## config.mk

```make
export PLATFORM = sky130hd
export DESIGN_NAME = line_plotter
export DESIGN_NICKNAME = d
export VERILOG_FILES = /design/src/rtl/line_plotter.sv
export SDC_FILE = /design/constraint.sdc
export NUM_CORES = 1
export LEC_CHECK = 0
export BUFFER_PORTS_ARGS = -buffer_cell sky130_fd_sc_hd__buf_2
export CAP_MARGIN = 10
export CORE_MARGIN = 4
export CORE_UTILIZATION = 23
export DETAILED_ROUTE_END_ITERATION = 12
export HOLD_SLACK_MARGIN = 0.1
export SYNTH_ARGS = -nofsm -noshare
export SYNTH_HDL_FRONTEND = slang
export SYNTH_SLANG_ARGS = --single-unit
```

## constraint.sdc

```tcl
create_clock -name clk -period 6.2 [get_ports clk]
set_input_delay 0.62 -clock clk [delete_from_list [all_inputs] [get_ports clk]]
set_output_delay 0.62 -clock clk [all_outputs]
set_load 0.02 [all_outputs]
```

## src/rtl/line_plotter.sv

```systemverilog
// rtl/line_plotter.sv - Bresenham line plotter for a 160x120 VGA framebuffer; optional CLEAR_SCREEN_EN adds a full-screen clear
module line_plotter (
    input  logic       clk,
    input  logic       reset,
`ifdef CLEAR_SCREEN_EN
    input  logic       clear,
`endif
    input  logic       start,
    input  logic [7:0] x0,
    input  logic [7:0] x1,
    input  logic [6:0] y0,
    input  logic [6:0] y1,
    input  logic [2:0] colour_in,
    output logic [7:0] x,
    output logic [6:0] y,
    output logic [2:0] colour,
    output logic       plot,
    output logic       busy,
    output logic       done
);

    typedef enum logic [1:0] {
        S_IDLE  = 2'd0,
        S_DRAW  = 2'd1,
        S_DONE  = 2'd2
`ifdef CLEAR_SCREEN_EN
        , S_CLEAR = 2'd3
`endif
    } state_t;

    state_t r_state;
    state_t w_next;

    logic [7:0]  r_x;
    logic [6:0]  r_y;
    logic [7:0]  r_x1;
    logic [6:0]  r_y1;
    logic [2:0]  r_colour;
    logic [10:0] r_dx;
    logic [10:0] r_dy;
    logic [10:0] r_err;
    logic        r_sx_neg;
    logic        r_sy_neg;

    logic [7:0]  w_x0c;
    logic [7:0]  w_x1c;
    logic [6:0]  w_y0c;
    logic [6:0]  w_y1c;
    logic [7:0]  w_dx_abs;
    logic [6:0]  w_dy_abs;
    logic [10:0] w_dx_init;
    logic [10:0] w_dy_init;
    logic [11:0] w_e2;
    logic        w_step_x;
    logic        w_step_y;
    logic [10:0] w_err_next;
    logic        w_at_end;
    logic        w_clear_req;
    logic        w_start_line;

    // Clamp endpoints into the visible area before anything is derived from them
    assign w_x0c = (x0 > 8'd159) ? 8'd159 : x0;
    assign w_x1c = (x1 > 8'd159) ? 8'd159 : x1;
    assign w_y0c = (y0 > 7'd119) ? 7'd119 : y0;
    assign w_y1c = (y1 > 7'd119) ? 7'd119 : y1;

    assign w_dx_abs  = (w_x0c < w_x1c) ? (w_x1c - w_x0c) : (w_x0c - w_x1c);
    assign w_dy_abs  = (w_y0c < w_y1c) ? (w_y1c - w_y0c) : (w_y0c - w_y1c);
    assign w_dx_init = {3'b000, w_dx_abs};
    assign w_dy_init = 11'd0 - {4'b0000, w_dy_abs};

    // e2 is twice err; one extra bit keeps it exact for every legal line
    assign w_e2       = {r_err, 1'b0};
    assign w_step_x   = $signed(w_e2) >= $signed({r_dy[10], r_dy});
    assign w_step_y   = $signed(w_e2) <= $signed({r_dx[10], r_dx});
    assign w_err_next = r_err + (w_step_x ? r_dy : 11'd0) + (w_step_y ? r_dx : 11'd0);
    assign w_at_end   = (r_x == r_x1) && (r_y == r_y1);

`ifdef CLEAR_SCREEN_EN
    assign w_clear_req = clear;
`else
    assign w_clear_req = 1'b0;
`endif
    // A clear request in the same cycle takes priority and drops the line request
    assign w_start_line = start && !w_clear_req;

    // State register
    always_ff @(posedge clk or posedge reset) begin
        if (reset) r_state <= S_IDLE;
        else       r_state <= w_next;
    end

    // Next-state decode
    always_comb begin
        w_next = r_state;
        case (r_state)
            S_IDLE: begin
`ifdef CLEAR_SCREEN_EN
                if (w_clear_req)       w_next = S_CLEAR;
                else
`endif
                if (w_start_line)      w_next = S_DRAW;
            end
            S_DRAW:  if (w_at_end)     w_next = S_DONE;
`ifdef CLEAR_SCREEN_EN
            S_CLEAR: if ((r_x == 8'd159) && (r_y == 7'd119)) w_next = S_DONE;
`endif
            S_DONE:                    w_next = S_IDLE;
            default:                   w_next = S_IDLE;
        endcase
    end

    // Datapath: latch a line in IDLE, walk Bresenham in DRAW, raster-sweep in CLEAR
    always_ff @(posedge clk or posedge reset) begin
        if (reset) begin
            r_x      <= 8'd0;
            r_y      <= 7'd0;
            r_x1     <= 8'd0;
            r_y1     <= 7'd0;
            r_colour <= 3'd0;
            r_dx     <= 11'd0;
            r_dy     <= 11'd0;
            r_err    <= 11'd0;
            r_sx_neg <= 1'b0;
            r_sy_neg <= 1'b0;
        end else begin
            case (r_state)
                S_IDLE: begin
`ifdef CLEAR_SCREEN_EN
                    if (w_clear_req) begin
                        r_x      <= 8'd0;
                        r_y      <= 7'd0;
                        r_colour <= 3'd0;
                    end else
`endif
                    if (w_start_line) begin
                        r_x      <= w_x0c;
                        r_y      <= w_y0c;
                        r_x1     <= w_x1c;
                        r_y1     <= w_y1c;
                        r_colour <= colour_in;
                        r_dx     <= w_dx_init;
                        r_dy     <= w_dy_init;
                        r_err    <= w_dx_init + w_dy_init;
                        r_sx_neg <= !(w_x0c < w_x1c);
                        r_sy_neg <= !(w_y0c < w_y1c);
                    end
                end
                S_DRAW: begin
                    if (!w_at_end) begin
                        r_err <= w_err_next;
                        if (w_step_x) r_x <= r_x + (r_sx_neg ? 8'hFF : 8'h01);
                        if (w_step_y) r_y <= r_y + (r_sy_neg ? 7'h7F : 7'h01);
                    end
                end
`ifdef CLEAR_SCREEN_EN
                S_CLEAR: begin
                    if (r_x == 8'd159) begin
                        if (r_y != 7'd119) begin
                            r_x <= 8'd0;
                            r_y <= r_y + 7'd1;
                        end
                    end else begin
                        r_x <= r_x + 8'd1;
                    end
                end
`endif
                default: ;
            endcase
        end
    end

    assign x      = r_x;
    assign y      = r_y;
    assign colour = r_colour;
`ifdef CLEAR_SCREEN_EN
    assign plot   = (r_state == S_DRAW) || (r_state == S_CLEAR);
`else
    assign plot   = (r_state == S_DRAW);
`endif
    assign busy   = (r_state != S_IDLE);
    assign done   = (r_state == S_DONE);

endmodule
```

==> summary.txt, run 1 <==
Run status
  • Status: completed

Die
  • # IOs: 57
  • Std cell rows: 59
  • Starting Density: about a quarter
  • Core Area: roughly 26000 µm²
  • Die height: around 170 µm
  • Die width: between 150 and 200 µm
  • Die ar.: 29230 µm²

Placement
  • Port Buffers: 56
  • Placed cell count: approximately 1100
  • Final HPWL from detailed placement: between 10 and 15 mm
  • GP Congestion: 0.8633

Yosys
  • Syn nets: 864
  • Yosys cell types: 66
  • Number of flops mapped to enable cells by yosys: 0
  • Mapped Cells: about 730
  • Sequential area share after synthesis: 26.22%
  • Synth warnings: 0
  • Area contributors post-synth: dfrtp_1, ha_1, fa_1
  • Synthesis-stage register bit count: 64
  • Cell accounting for the most synthesized area: dfrtp_1
  • Post-synthesis async set-or-reset flop share: 100.0%
  • Avg Synthesized Cell Area: ~8.3 µm²
  • Synth top area share: 26.22%
  • Synth Cell Area: 6108 µm²
  • Ys flop type: dfrtp_1

Routing
  • Via density: roughly 4.7
  • Post-route DRC: 0
  • Drt first pass iters: 5
  • Vias post-DR: 5240
  • WL/cell: 14.54 µm
  • Routed Antenna Nets: 0
  • Starting DRT DRC Count: between 200 and 300
  • Final wirelength: ~16 mm

Worst setup path
  • Cells along the critical path: inv_1, ha_1, a21o_1, a211o_1, a311o_1, o41ai_1, a221oi_1, buf_4, and2_1, fa_1, ha_1, a21o_1, a21oi_1, o21ai_0, o41ai_1, o21ai_0, xnor2_1, or3_1, o211ai_2
  • Crit. End Element: flip-flop
  • CP peak stage delay: 0.51 ns
  • Kind of critical path: reg2reg
  • Worst path required time: roughly 6.5 ns
  • CP max FO: 7
  • Crit path max-delay family: compound AO/OA/AOI/OAI gates
  • Crit path buf inv count: 2
  • WP data arrival: slightly above 5 ns
  • Slowest-stage cell, CP: fa_1
  • Startpoint Class: flip-flop

Clocking
  • CTS tree: done
  • Hold_buf cts: 0
  • Clock latency on the worst-skew pair: between 0.3 and 0.4 ns
  • Worst-path clk slew: roughly 0.060 ns
  • CTS root buf: clkbuf_16
  • Longest Clk Path Bufs: 2
  • Setup Fix Bufs, Post-CTS: 0
  • CTS H-tree lvls: 3
  • Clk sinks: 64
  • CTS Buf Count: 9
  • Cells resized by post-CTS repair: 0

GRT
  • Largest net degree at the start of global routing: 65
  • Grt ovf: 0
  • Initial antenna violation count: 0
  • Vias in the first global route: a little over 5000
  • GRT Util Overall: a little under an eighth
  • Global-route wire length before repair: approximately 27 mm

Finish
  • Nets: between 900 and 1000
  • Multi-input logic area: between 4000 and 5000 µm²
  • Final core occ: 27.20%
  • Register Area: ~1600 µm²
  • Diode count: 0
  • Share of cells above drive strength 1: about an eighth
  • Layout area overhead: 16.04%
  • Fillcell total: ~2800
  • Final Non-Filler Cells: roughly 1100

Timing
  • RSZ-0062 raised after global routing: no
  • Fmax: 203.2 MHz
  • Post-layout minimum cycle time: slightly below 5 ns
  • Slew margin rel.: between 30% and 40%
  • Final setup viols: 0
  • Worst clock skew: between 0.005 and 0.006 ns
  • Final hold violations: 0
  • Pins Over Slew Limit: 0
  • Final period util: between 70% and 80%
  • Worst-margin pin slew: slightly above 0.9 ns
  • Setup tns final: 0 ns

Pwr
  • Maximum vdd ir drop: 0.2742 mV
  • PD cells: roughly 600 nW/µm²
  • P_leak: 3.379 nW

Job
  • Max cap viols: 0

Worst hold path
  • Worst Hold Class: reg2reg
==> worst paths after layout <==
path	slack [ns]	to	from	depth (start not counted)
max	1.28	r_err[10]	r_dy[7]	19
min	0.47	colour[2]	colour[2]	2
max reg2reg	1.28	r_err[10]	r_dy[7]	19
min reg2reg	0.47	colour[2]	colour[2]	2
max in group asynchronous	5.05	r_x1[7]	reset	3
min in group asynchronous	0.52	colour[2]	reset	3
==> where the power goes <==
part | switching (mW) | leakage (nW) | internal, mW
clock network | 0.207 | 0.148 | 0.352
logic | 1.59 | 2.47 | 1.30
registers | 0.191 | 0.764 | 0.618
==> layer usage <==
layer / track usage (%) / up-vias / wire [µm]
met2: 19.20 / 118 / 7674
met3: 2.056 / 21 / 632
met5: 0 / - / 0
met4: 2.928 / 0 / 291
met1: 15.63 / 2505 / 7733
li1: - / 2596 / -
==> per-stage QoR <==
| stage | worst slack [ns] | power, mW | hold WS [ns] | instance area (µm²) |
|---|---|---|---|---|
| 4_1_cts | 1.261 | 4.274 | 0.4619 | 7088 |
| 2_1_floorplan | 1.795 | 3.037 | 0.4556 | 6108 |
| 3_5_place_dp | 0.9813 | 3.670 | 0.4651 | 6766 |
| 6_report | 1.279 | 4.251 | 0.4705 | 7088 |
| 5_1_grt | 0.9582 | 4.724 | 0.4853 | 7088 |
| 3_3_place_gp | 1.028 | 3.645 | 0.4592 | 6766 |
==> layout make-up <==
| type | instances | share of cell area [%] |
|---|---|---|
| multi-input cells | 571 | 58.29 |
| well taps | 335 | 5.914 |
| flip-flops and latches | 64 | 22.59 |
| clock buffers | 9 | 3.177 |
| repair buffers | 64 | 4.801 |
| inverters | 73 | 3.866 |
| clock inverters | 7 | 1.359 |
==> sequential cells by signal (all words and copies together) (netlist names) <==
signal,count
r_err,11
colour,3
r_x1,8
r_y1,7
y,7
r_dy,8
r_sy_neg,1
r_sx_neg,1
r_state,2
r_dx,8
x,8
==> cell usage after synthesis, drive strengths merged (2+ instances only) <==
master  count
o21ai      74
xor2       21
a31oi       7
o21a        7
fa         16
o21bai      5
mux2i      10
nor4        4
o41ai       3
a21oi      51
o22ai       2
a21o       16
nand3       8
nand2b     11
a221o       2
dfrtp      64
and2       10
nor3b       2
nor2       73
clkbuf     23
nand3b      3
mux2        5
a211oi      3
ha         78
nand2      74
buf         3
xnor2      33
nand4       5
o211ai      5
inv        72
a22oi       6
nor3        7
nor2b      14
==> kinds of logic after synthesis <==
logic type	synth area share [%]
simple gates	16.63
fa+ha+maj	21.22
buf+inv	6.186
xor+xnor	7.866
flops	26.22
compound gates	19.32
mux	2.560
==> worst register-to-register path: cells and delay by family, from the launching register on <==
kind	cells	cell delay, ns
xor+xnor	1	0.19
buf+inv	2	0.36
fa+ha+maj	3	1.11
compound gates	11	2.34
simple gates	2	0.50
flops	1	0.36
==> layout by cell type (no fill, tap or decap), types with 11 or more instances in the layout <==
cell / instances
dfrtp_1: 64
xor2_1: 21
inv_1: 70
buf_2: 56
ha_1: 78
nor2b_1: 14
nand2b_1: 11
o21ai_0: 62
a21oi_1: 47
o21ai_1: 11
nand2_1: 71
fa_1: 16
xnor2_1: 32
nor2_1: 72
a21o_1: 16
No activity file was read; power rests on OpenSTA's default activity.
==> inputs of run 2 (changes only) <==
==> constraint.sdc (replaced) <==
create_clock -name clk -period 4.5 [get_ports clk]
set_input_delay 0.45 -clock clk [delete_from_list [all_inputs] [get_ports clk]]
set_output_delay 0.45 -clock clk [all_outputs]
set_load 0.02 [all_outputs]
==> summary.txt, run 2 (synthesized netlist as in run 1, its figures left out) <==
Die
  • Starting Density: 23.44% (unchanged)
  • Die ar.: 29230 µm² (unchanged)
  • Die height: 171.0 µm (unchanged)
  • # IOs: 57 (unchanged)
  • Core Area: 26060 µm² (unchanged)
  • Std cell rows: 59 (unchanged)
  • Die width: 171.0 µm (unchanged)

Routing
  • Vias post-DR: 5380 (+2.7%)
  • Starting DRT DRC Count: 322 (+17%)
  • Post-route DRC: 0 (unchanged)
  • Drt first pass iters: 5 (unchanged)
  • WL/cell: 14.33 µm (-1.4%)
  • Final wirelength: 17.06 mm (+4.5%)
  • Via density: 4.521 (-3.1%)
  • Routed Antenna Nets: 0 (unchanged)

Timing
  • Worst clock skew: 0.004063 ns (-0.001124 ns)
  • Fmax: 236.1 MHz (+16%)
  • Pins Over Slew Limit: 0 (unchanged)
  • Final setup viols: 0 (unchanged)
  • Final setup slack of the worst path: 0.2649 ns (-1.014 ns)
  • Final period util: 94.11% (+15 points)
  • Post-layout minimum cycle time: 4.235 ns (-0.6860 ns)
  • Setup tns final: 0 ns (unchanged)
  • Worst hold slack: 0.2885 ns (-0.1820 ns)
  • Slew margin rel.: 39.98% (+0.49 points)
  • Final hold violations: 0 (unchanged)
  • Worst-margin pin slew: 0.8971 ns (-0.01058 ns)

Clocking
  • Clk sinks: 64 (unchanged)
  • CTS H-tree lvls: 3 (unchanged)
  • CTS tree: done
  • Longest Clk Path Bufs: 2 (unchanged)
  • CTS root buf: clkbuf_16
  • Clock latency on the worst-skew pair: 0.34 ns (about the same)
  • CTS Buf Count: 9 (unchanged)
  • Hold_buf cts: 0 (unchanged)
  • Worst-path clk slew: 0.06 ns (about the same)

GRT
  • Vias in the first global route: 5359 (+4.7%)
  • GRT Util Overall: 12.09% (+0.52 points)
  • Global-route wire length before repair: 27.94 mm (+3.5%)
  • Largest net degree at the start of global routing: 48 (-26%)
  • Initial antenna violation count: 0 (unchanged)
  • Grt ovf: 0 (unchanged)

Pwr
  • PD cells: 865.4 nW/µm² (+44%)
  • Total power: 6.617 mW (+56%)
  • P_int: 3.629 mW (+60%)
  • Net switching power: 2.988 mW (+51%)
  • Combinational Power Share: 72.2% (+4.4 points)
  • Sw Share: 45.16% (-1.5 points)
  • Maximum vdd ir drop: 0.3818 mV (+39%)
  • Sequential Power Share: 16.2% (-2.8 points)
  • P_leak: 3.732 nW (+10%)
  • Clk pwr share: 11.7% (-1.4 points)

Placement
  • Place WS: -0.1868 ns (-1.168 ns)
  • Port Buffers: 56 (unchanged)
  • Placed cell count: 1172 (+5.9%)
  • Final HPWL from detailed placement: 13.55 mm (+6.2%)
  • GP Congestion: 0.8906 (+3.2%)

Worst setup path
  • Startpoint Class: flip-flop
  • WP data arrival: 4.43 ns (-0.75 ns)
  • Crit path buf inv count: 1 (-1)
  • Crit. End Element: flip-flop
  • CP peak stage delay: 0.46 ns (-0.05 ns)
  • CP max FO: 4 (-3)
  • Slowest-stage cell, CP: fa_1
  • Worst path required time: 4.70 ns (-1.76 ns)
  • Kind of critical path: reg2reg
  • Crit path max-delay family: compound AO/OA/AOI/OAI gates
  • Cells along the critical path: inv_1, ha_1, a21o_1, a211o_1, a311o_1, o41ai_2, a221oi_2, and2_1, fa_1, ha_1, fa_1, a21o_1, a21oi_2, o21bai_1, a21oi_2, o21ai_1, xor2_1, a22oi_1, o21ai_1

Finish
  • Commonest cells after routing, fill and taps aside: ha_1, buf_4, nand2_1
  • Diode count: 0 (unchanged)
  • Number of flip-flops in the largest register: 11 (unchanged)
  • Commonest non-fill, non-tap cell in the layout: ha_1
  • Share of cells above drive strength 1: 21.52% (+8.3 points)
  • Final Non-Filler Cells: 1190 (+6.0%)
  • Biggest register: r_err
  • Layout area overhead: 25.17%
  • Nets: 980 (+7.3%)

Worst hold path
  • Worst Hold Class: in2async

Job
  • Max cap viols: 0 (unchanged)

Run status
  • Status: completed
[run 2: layer usage]
| layer | vias to the layer above | track usage (%) | wire length [µm] |
|---|---|---|---|
| li1 | 2728 | - | - |
| met1 | 2534 | 16.08 | 8179 |
| met2 | 93 | 20.12 | 7981 |
| met3 | 25 | 2.103 | 567 |
| met4 | 0 | 3.617 | 330 |
| met5 | - | 0 | 0 |
[run 2: stage by stage]
step | utilization, % | area [µm²]
4_1_cts | 29.13 | 7590
6_report | 29.34 | 7646
3_3_place_gp | 27.84 | 7254
2_1_floorplan | - | 6108
3_5_place_dp | 27.84 | 7254
5_1_grt | 29.34 | 7646
[run 2: power groups by stage]
stage	registers [mW]	clock network, mW	logic (mW)
global placement	1.07	0	4.50
floorplan	1.13	0	3.05
detailed placement	1.08	0	4.56
global route	1.11	0.819	5.40
finish	1.07	0.771	4.78
CTS	1.07	0.790	4.64
[run 2: worst paths after layout]
path / start / slack, ns / cells after the start / to
max: r_dy[7] / 0.26 / 19 / r_err[9]
min: reset / 0.29 / 2 / colour[2]
max reg2reg: r_dy[7] / 0.26 / 19 / r_err[9]
min reg2reg: colour[1] / 0.47 / 2 / colour[1]
max in group asynchronous: reset / 3.30 / 3 / r_dx[3]
min in group clk: colour_in[1] / 0.29 / 3 / colour[1]
[run 2: what timing repair did]
action / 4_1_cts / 5_1_grt
pin swaps: 0 / 11
endpoints found under the setup margin: 2 / 5
setup buffers: 0 / 2
resized for setup: 2 / 14
[run 2: cell type report]
class / count / area (µm²)
clock buffer: 10 / 239.0
sequential: 64 / 1602
multi-input combinational: 571 / 4187
tap: 335 / 419.2
timing repair buffer: 131 / 843.3
fill: 2737 / 18410
clock inverter: 6 / 82.58
inverter: 73 / 274.0
==> inputs of run 3 (changes only) <==
--- a/config.mk
+++ b/config.mk
@@ -11,6 +11,7 @@
 export CORE_UTILIZATION = 23
 export DETAILED_ROUTE_END_ITERATION = 12
 export HOLD_SLACK_MARGIN = 0.1
+export PLACE_DENSITY = 0.35
 export SYNTH_ARGS = -nofsm -noshare
 export SYNTH_HDL_FRONTEND = slang
 export SYNTH_SLANG_ARGS = --single-unit
==> summary.txt, run 3 (synthesized netlist as in run 1, its figures left out) <==
Run status
  • Status: completed

Timing
  • Worst clock skew: 0.005442 ns (+0.001378 ns)
  • Worst-margin pin slew: 0.9712 ns (+0.07409 ns)
  • Post-layout minimum cycle time: 4.285 ns (+0.04994 ns)
  • Slew margin rel.: 35.16% (-4.8 points)
  • Pins Over Slew Limit: 0 (unchanged)
  • Fmax: 233.4 MHz (-1.2%)
  • Final setup slack of the worst path: 0.2149 ns (-0.04994 ns)
  • Final setup viols: 0 (unchanged)
  • Final hold violations: 0 (unchanged)
  • Final period util: 95.22% (+1.1 points)

Finish
  • Commonest non-fill, non-tap cell in the layout: buf_4
  • Final Non-Filler Cells: 1230 (+3.4%)
  • Diode count: 0 (unchanged)
  • Post-Layout Inst Area: 7949 µm² (+4.0%)
  • Fillcell total: 2808 (+2.6%)
  • Number of flip-flops in the largest register: 11 (unchanged)
  • Biggest register: r_err
  • Nets: 1022 (+4.3%)
  • Final core occ: 30.50% (+1.2 points)
  • Layout area overhead: 30.13%
  • Commonest cells after routing, fill and taps aside: buf_4, ha_1, nand2_1
  • Share of cells above drive strength 1: 25.47% (+4.0 points)

Worst setup path
  • Worst setup path start: r_err[8]
  • Critical R2R Launch: r_err[8]
  • Worst path required time: 4.76 ns (+0.06 ns)
  • Crit. End Element: flip-flop
  • Slowest-stage cell, CP: fa_1
  • CP peak stage delay: 0.47 ns (about the same)
  • Worst Reg-to-Reg Cells: 18 (-1)
  • Flop2flop setup slack: 0.21 ns (-0.05 ns)
  • CP max FO: 5 (+1)
  • Kind of critical path: reg2reg
  • Cells along the critical path: ha_1, a21o_1, a211o_1, a311o_1, o41ai_2, a221oi_2, and2_4, fa_1, ha_1, a21o_1, a21oi_4, o21ai_2, o41ai_2, buf_4, o21ai_0, xnor2_1, or3_1, o211ai_2
  • FF-to-FF End: r_err[10]
  • Startpoint Class: flip-flop
  • WP data arrival: 4.55 ns (+0.12 ns)
  • CP Capture Point: r_err[10]

Die
  • Starting Density: 23.44% (unchanged)
  • Die height: 171.0 µm (unchanged)
  • # IOs: 57 (unchanged)
  • Die width: 171.0 µm (unchanged)
  • Core Area: 26060 µm² (unchanged)
  • Std cell rows: 59 (unchanged)
  • Die ar.: 29230 µm² (unchanged)

GRT
  • GRT Util Overall: 13.55% (+1.5 points)
  • Largest net degree at the start of global routing: 48 (unchanged)
  • Global-route wire length before repair: 31.07 mm (+11%)
  • Initial antenna violation count: 0 (unchanged)
  • Grt ovf: 0 (unchanged)
  • Vias in the first global route: 5601 (+4.5%)

Pwr
  • P_leak: 3.922 nW (+5.1%)
  • PD cells: 850.7 nW/µm² (-1.7%)
  • Maximum vdd ir drop: 0.3436 mV (-10%)

Routing
  • Vias post-DR: 5371 (-0.17%)
  • Final wirelength: 19.01 mm (+11%)
  • Post-route DRC: 0 (unchanged)
  • Drt first pass iters: 4 (-1)
  • Routed Antenna Nets: 0 (unchanged)
  • WL/cell: 15.45 µm (+7.8%)
  • Starting DRT DRC Count: 181 (-44%)
  • Via density: 4.367 (-3.4%)

Placement
  • Placed cell count: 1213 (+3.5%)
  • Port Buffers: 56 (unchanged)
  • GP Congestion: 0.8240 (-7.5%)
  • Final HPWL from detailed placement: 15.32 mm (+13%)
  • DP Area: 7560 µm² (+4.2%)
  • Place WS: -0.2456 ns (-0.05882 ns)

Clocking
  • Clk sinks: 64 (unchanged)
  • CTS Buf Count: 9 (unchanged)
  • CTS tree: done
  • Longest Clk Path Bufs: 2 (unchanged)
  • Worst-path clk slew: 0.06 ns (about the same)
  • Hold_buf cts: 0 (unchanged)
  • CTS root buf: clkbuf_16
  • Clock latency on the worst-skew pair: 0.34 ns (about the same)
  • CTS H-tree lvls: 3 (unchanged)

Worst hold path
  • Hold depth: 3
  • Worst Hold Class: in2reg

Job
  • Max cap viols: 0 (unchanged)
## run 3: layer usage
metal | GRT usage, % | share of wire [%] | vias up
li1 | - | - | 2815
met1 | 20.03 | 52 | 2483
met5 | 0 | 0 | -
met4 | 3.307 | 0.72 | 0
met2 | 21.10 | 45 | 66
met3 | 1.548 | 2.1 | 7
## run 3: how the worst min path moves through the flow
stage | end | from
4_1_cts | colour[2] | colour_in[2]
3_3_place_gp | colour[0] | colour[0]
3_5_place_dp | colour[0] | colour[0]
2_1_floorplan | r_dx[7] | r_dx[7]
6_report | colour[0] | colour_in[0]
5_1_grt | colour[0] | colour_in[0]
## run 3: what timing repair did
action                                 in CTS  in global routing
setup endpoints to repair                   4                  5
endpoints found under the hold margin       0                  0
gates resized for setup                     6                 18
pin swaps                                   3                  4
setup buffers                               0                  4
## run 3: layout make-up
cell class	count	area, µm²	area share (%)
tap	335	419.2	5.273
clock buffer	9	225.2	2.833
sequential	64	1602	20.15
timing repair buffer	173	1162	14.62
clock inverter	5	50.05	0.6296
multi-input combinational	571	4217	53.05
inverter	73	274.0	3.447
## run 3: through the flow
step | TNS, ns | hold WS, ns | power [mW]
5_1_grt | -0.0003610 | 0.3204 | 7.561
6_report | 0 | 0.3097 | 6.762
3_3_place_gp | -0.4758 | 0.4587 | 5.946
3_5_place_dp | -0.8665 | 0.4565 | 5.891
2_1_floorplan | 0 | 0.4556 | 4.184
4_1_cts | 0 | 0.2965 | 6.701
## run 3: critical path: cells and delay by family (launching register included)
kind                     cells  cell delay [ns]
flip-flops                   1             0.39
buffers and inverters        1             0.16
AND/OR/NAND/NOR              2             0.53
AO/OA/AOI/OAI               11             1.89
XOR/XNOR                     1             0.18
adder cells (fa/ha/maj)      3             1.06
## run 3: where the power goes
group	leakage, nW	internal [mW]	switching [mW]	total (mW)
registers	0.764	0.852	0.223	1.07
clock network	0.141	0.419	0.276	0.695
logic	3.02	2.46	2.53	4.99
total	3.92	3.73	3.03	6.76
